===== src/rtl/deconv_weight_fifo.sv =====
// Weight staging buffer for the deconvolution cores: loads one W x W kernel set for
// four kernels from the BRAM reader, then exports it one column at a time on request.
module deconv_weight_fifo #(
  parameter int PIX_WIDTH                  = 16,
  parameter int SIZE_OF_WEIGHT             = 3,
  parameter int NUM_OF_CHANNEL_EACH_KERNEL = 4
) (
  input  logic                                  i_clk,
  input  logic                                  i_rst,
  output logic                                  weight_reader_en,
  input  logic                                  weight_reader_valid,
  input  logic [PIX_WIDTH-1:0]                  weight_reader_data_out,
  input  logic [3:0]                            weight_fifo_rd_en,
  input  logic [3:0]                            weight_fifo_loop,
  input  logic [3:0]                            weight_fifo_flush,
  output logic [PIX_WIDTH*SIZE_OF_WEIGHT*4-1:0] weight_fifo_out,
  output logic                                  weight_fifo_export_done,
  output logic                                  weight_fifo_core_init,
  output logic [1:0]                            fsm_state
);

  localparam int W       = SIZE_OF_WEIGHT;
  localparam int C       = NUM_OF_CHANNEL_EACH_KERNEL;
  localparam int COL_PIX = 4 * W;
  localparam int SET_PIX = 4 * W * W;
  localparam int COL_W   = PIX_WIDTH * COL_PIX;
  localparam int LDW     = $clog2(SET_PIX);
  localparam int OFFW    = (COL_PIX > 1) ? $clog2(COL_PIX) : 1;
  localparam int COLW    = (W > 1) ? $clog2(W) : 1;
  localparam int PTRW    = $clog2(W + 1);
  localparam int CHW     = $clog2(C + 1);

  typedef enum logic [1:0] {
    LOAD  = 2'd0,
    READY = 2'd1,
    DONE  = 2'd2
  } state_t;

  state_t state, state_next;

  logic [COL_W-1:0] col_mem [W];
  logic [LDW-1:0]   ld_cnt;
  logic [OFFW-1:0]  ld_off;
  logic [COLW-1:0]  ld_col;
  logic [PTRW-1:0]  rd_ptr;
  logic [CHW-1:0]   chan_cnt;

  logic            capture;
  logic            last_pix;
  logic            rd_req;
  logic            loop_req;
  logic            flush_req;
  logic            last_chan;
  logic            do_export;
  logic [PTRW-1:0] eff_ptr;

  // Reader enable is gated by reset so no pixel is requested while reset is held.
  assign weight_reader_en = (state == LOAD) && !i_rst;
  assign capture          = weight_reader_en && weight_reader_valid;
  assign last_pix         = (ld_cnt == LDW'(SET_PIX - 1));
  assign rd_req           = |weight_fifo_rd_en;
  assign loop_req         = |weight_fifo_loop;
  assign flush_req        = |weight_fifo_flush;
  assign last_chan        = (chan_cnt == CHW'(C - 1));
  // A loop in the same cycle as a read rewinds first, so column 0 is exported.
  assign eff_ptr          = loop_req ? '0 : rd_ptr;
  assign do_export        = (state == READY) && !flush_req && rd_req && (eff_ptr < PTRW'(W));
  assign fsm_state        = state;

  always_ff @(posedge i_clk) begin
    if (i_rst) state <= LOAD;
    else       state <= state_next;
  end

  always_comb begin
    state_next = state;
    case (state)
      LOAD:    if (capture && last_pix) state_next = READY;
      READY:   if (flush_req) state_next = last_chan ? DONE : LOAD;
      DONE:    state_next = DONE;
      default: state_next = LOAD;
    endcase
  end

  // Pixel (c,k,r) arrives in column-major order, so the in-column offset k*W+r is just a running count.
  always_ff @(posedge i_clk) begin
    if (capture) col_mem[ld_col][int'(ld_off)*PIX_WIDTH +: PIX_WIDTH] <= weight_reader_data_out;
  end

  always_ff @(posedge i_clk) begin
    if (i_rst) begin
      ld_cnt                  <= '0;
      ld_off                  <= '0;
      ld_col                  <= '0;
      rd_ptr                  <= '0;
      chan_cnt                <= '0;
      weight_fifo_out         <= '0;
      weight_fifo_export_done <= 1'b0;
      weight_fifo_core_init   <= 1'b0;
    end else begin
      weight_fifo_export_done <= do_export;
      weight_fifo_core_init   <= capture && last_pix;

      if (capture) begin
        if (last_pix) begin
          rd_ptr <= '0;
        end else begin
          ld_cnt <= ld_cnt + LDW'(1);
          if (ld_off == OFFW'(COL_PIX - 1)) begin
            ld_off <= '0;
            ld_col <= ld_col + COLW'(1);
          end else begin
            ld_off <= ld_off + OFFW'(1);
          end
        end
      end

      if (state == READY) begin
        if (flush_req) begin
          chan_cnt <= chan_cnt + CHW'(1);
          ld_cnt   <= '0;
          ld_off   <= '0;
          ld_col   <= '0;
        end else if (do_export) begin
          weight_fifo_out <= col_mem[eff_ptr[COLW-1:0]];
          rd_ptr          <= eff_ptr + PTRW'(1);
        end else if (loop_req) begin
          rd_ptr <= '0;
        end
      end
    end
  end

endmodule

===== config.mk =====
export PLATFORM = sky130hd
export DESIGN_NAME = deconv_weight_fifo
export DESIGN_NICKNAME = d
export VERILOG_FILES = /design/src/rtl/deconv_weight_fifo.sv
export SDC_FILE = /design/constraint.sdc
export NUM_CORES = 1
export LEC_CHECK = 0
export ABC_CLOCK_PERIOD_IN_PS = 2620
export BUFFER_PORTS_ARGS = -buffer_cell sky130_fd_sc_hd__buf_2
export CAP_MARGIN = 5
export CORE_MARGIN = 2
export CORE_UTILIZATION = 55
export DETAILED_ROUTE_END_ITERATION = 7
export PLACE_DENSITY_LB_ADDON = 0.05
export SKIP_CTS_REPAIR_TIMING = 1
export SLEW_MARGIN = 20
export SYNTH_ARGS = -nofsm -noshare
export SYNTH_HDL_FRONTEND = slang
export SYNTH_SLANG_ARGS = --single-unit

===== constraint.sdc =====
create_clock -name i_clk -period 2.62 [get_ports i_clk]
set_input_delay 0.262 -clock i_clk [delete_from_list [all_inputs] [get_ports i_clk]]
set_output_delay 0.262 -clock i_clk [all_outputs]
set_load 0.05 [all_outputs]

==> impl_metrics.toml <==
[finish]
nFillCells = 4682
fin_nets = 3185
syn_to_final_growth_pct = 16.1
final_cell_count_no_fill = 3995
layout-drive-gt1-share = 0.193

[timing]
skew_ns = 0.0179
setup_ws_ns = 0.118
period_needed_ns = 2.50
final.setup.tns_ns = 0
max_slew_margin = 0.270
rsz0062_at_grt = "yes"
setup_viol = 0
post-route-period-util = 0.955
whs_ns = 0.127
max_freq_mhz = 400
tightestPinTransition_ns = 1.09
hold_violations = 0
maxSlewViolCount = 0

[logic_synthesis]
synth.area.top_cells = "edfxtp_1 (52%), dfxtp_1 (13%), nor2_1 (6.4%), o31ai_2 (6.1%), nand3b_1 (4.3%)"
ys_seq_area_frac = 0.647
yosysTopAreaCell = "edfxtp_1"
synth_commonest_cells = "edfxtp_1 (576), nor2_1 (569), nand2_1 (255)"
syn_nets = 2995
synthFlopType = "edfxtp_1"
yosysMostFrequentCell = "edfxtp_1"
ys_types = 47
yosysTopAreaCellShare = 0.519
ys_ff_latch = 789
syn_area_per_cell_um2 = 11.3
syn-cell-area_mm2 = 0.0333
async_flop_share = 0
yosysWarnings = 0
synthCells = 2954
synth-edff-count = 576

[power]
vdd_drop_max_uv = 507
power.density_mw_per_mm2 = 663
power.leakage_nw = 14.3
p_total_mw = 25.7

[setup_path]
required_ns = 2.94
path_cells = "clkinv_1 > ha_1 > or2_2 > o21ai_1 > nand3b_1 > nor2_1 > buf_12"
crit_family = "simple AND/OR/NAND/NOR gates"
cp_data_arrival_time_ns = 2.82
path_max_fanout = 16
critPathBufInv = 2
worst_setup_path_start_kind = "flop"
endpoint_kind = "flop"
path_class = "reg -> reg"
r2r_slack_ns = 0.12
slowest_stage = "dfxtp_1"
slowest_delay_ns = 0.46

[cts]
cts_sinks = 789
clkTransAtPathRegs_ns = 0.06
cts_buffers = 82
clk-insertion-delay-late_ns = 0.62
htree_levels = 3
clock_path_buffers = 3
cts_tree = "yes"
clock_tree.root_cell = "clkbuf_16"

[global_route]
grt_pass1_vias = 21500
grt.overflow.total = 0
grt_pass1_wl_um = 129000
antenna_found_initial = 4
grt_max_degree = 239
grtUsageTotal = 0.270

[placed_design]
pre_cts_ws_ns = 0.139
portBuffers = 227
dp_hpwl_um = 55300
place_inst = 3838
globalplace.congestion = 0.833

[floorplanning]
die_w_um = 250
fp-row-count = 90
start_util = 0.554
die_h_um = 250
die-area_mm2 = 0.0626
io_pins = 228
core-area_mm2 = 0.0601

[min_path]
hold_class = "in -> reg"

[detailed_routing]
drt_iter0_drc = 2206
first_pass_iters = 5
drc = 0
num_vias = 23200
wire_per_inst_um = 21.4
vias_per_cell = 5.80
drt.antenna.violating_nets = 0
postRouteWirelength_um = 85400

[flow_run]
maxCapViolations = 0

[outcome]
outcome = "complete, no violations"
## cell families (layout without fill, tap and decap cells)
kind of cell | after synthesis | after routing | share of synthesized area
multiplexers | 7 | 7 | 0.00210
other | 0 | 1 | 0
XOR/XNOR | 8 | 8 | 0.00210
AO/OA/AOI/OAI | 595 | 595 | 0.136
flip-flops | 789 | 789 | 0.647
buffers and inverters | 422 | 680 | 0.0524
AND/OR/NAND/NOR | 1123 | 1123 | 0.157
adder cells (fa/ha/maj) | 10 | 10 | 0.00375
## final cells by class
class / count / area, µm² / area share
flip-flops and latches: 789 / 21600 / 0.557
clock inverters: 29 / 283 / 0.00731
inverters: 204 / 766 / 0.0198
clock buffers: 123 / 2470 / 0.0640
repair buffers: 324 / 2540 / 0.0657
diodes: 1 / 2.50 / 0.0000647
well taps: 782 / 978 / 0.0253
multi-input cells: 1743 / 10100 / 0.261
## routing by layer
metal / global-route usage / wire length, µm / up-vias
li1: - / - / 10800
met1: 0.402 / 38300 / 11400
met2: 0.411 / 38700 / 878
met3: 0.0387 / 6090 / 130
met4: 0.0879 / 2260 / 0
met5: 0 / 0 / -
## worst min-delay path: stages
cell	delay, ns
buf_2	0.09
or4_4	0.13
nor2_1	0.06
nor3b_1	0.15
## layout by cell type, fill, tap and decap left out, drive strengths merged, types with 2 or more instances in the layout
master and instances:
edfxtp 576, nor2 569, buf 321, nand2 255, dfxtp 213, inv 204, o21ai 202, nand3b 193
o31ai 192, a31oi 191, clkbuf 123, and2 62, clkinv 23, ha 10, and3 8, mux2i 7
nor3 6, bufinv 6, nand2b 5, nor2b 4, xnor2 4, xor2 4, nand3 4, nor4 4
dlygate4sd3 3, and3b 2, or3 2, nand4 2, o211ai 2, nor3b 2
## power breakdown
part,internal (mW),switching [mW],total [mW]
Sequential,13.3,0.00979,13.3
Combinational,0.139,0.426,0.566
Clock,7.10,4.70,11.8
Total,20.5,5.14,25.7
## registers in the layout, indices dropped and copies added (netlist names)
name,cells
ld_col,2
ld_off,4
chan_cnt,3
col_mem,576
weight_fifo_export_done,1
fsm_state,2
rd_ptr,2
weight_fifo_core_init,1
weight_fifo_out,192
ld_cnt,6
## through the flow
step,cell area (µm²),util
2_1_floorplan,33300,-
3_3_place_gp,35900,0.596
3_5_place_dp,35900,0.596
4_1_cts,38600,0.642
5_1_grt,38700,0.644
6_report,38700,0.644
## worst paths after layout
kind                        start                   end  cells past startpoint
max                     ld_off[0]       col_mem[0][159]                      7
min          weight_fifo_flush[0]          fsm_state[1]                      4
max reg2reg             ld_off[0]       col_mem[0][159]                      7
min reg2reg  weight_fifo_out[171]  weight_fifo_out[171]                      2
No activity file was read; power rests on OpenSTA's default activity.
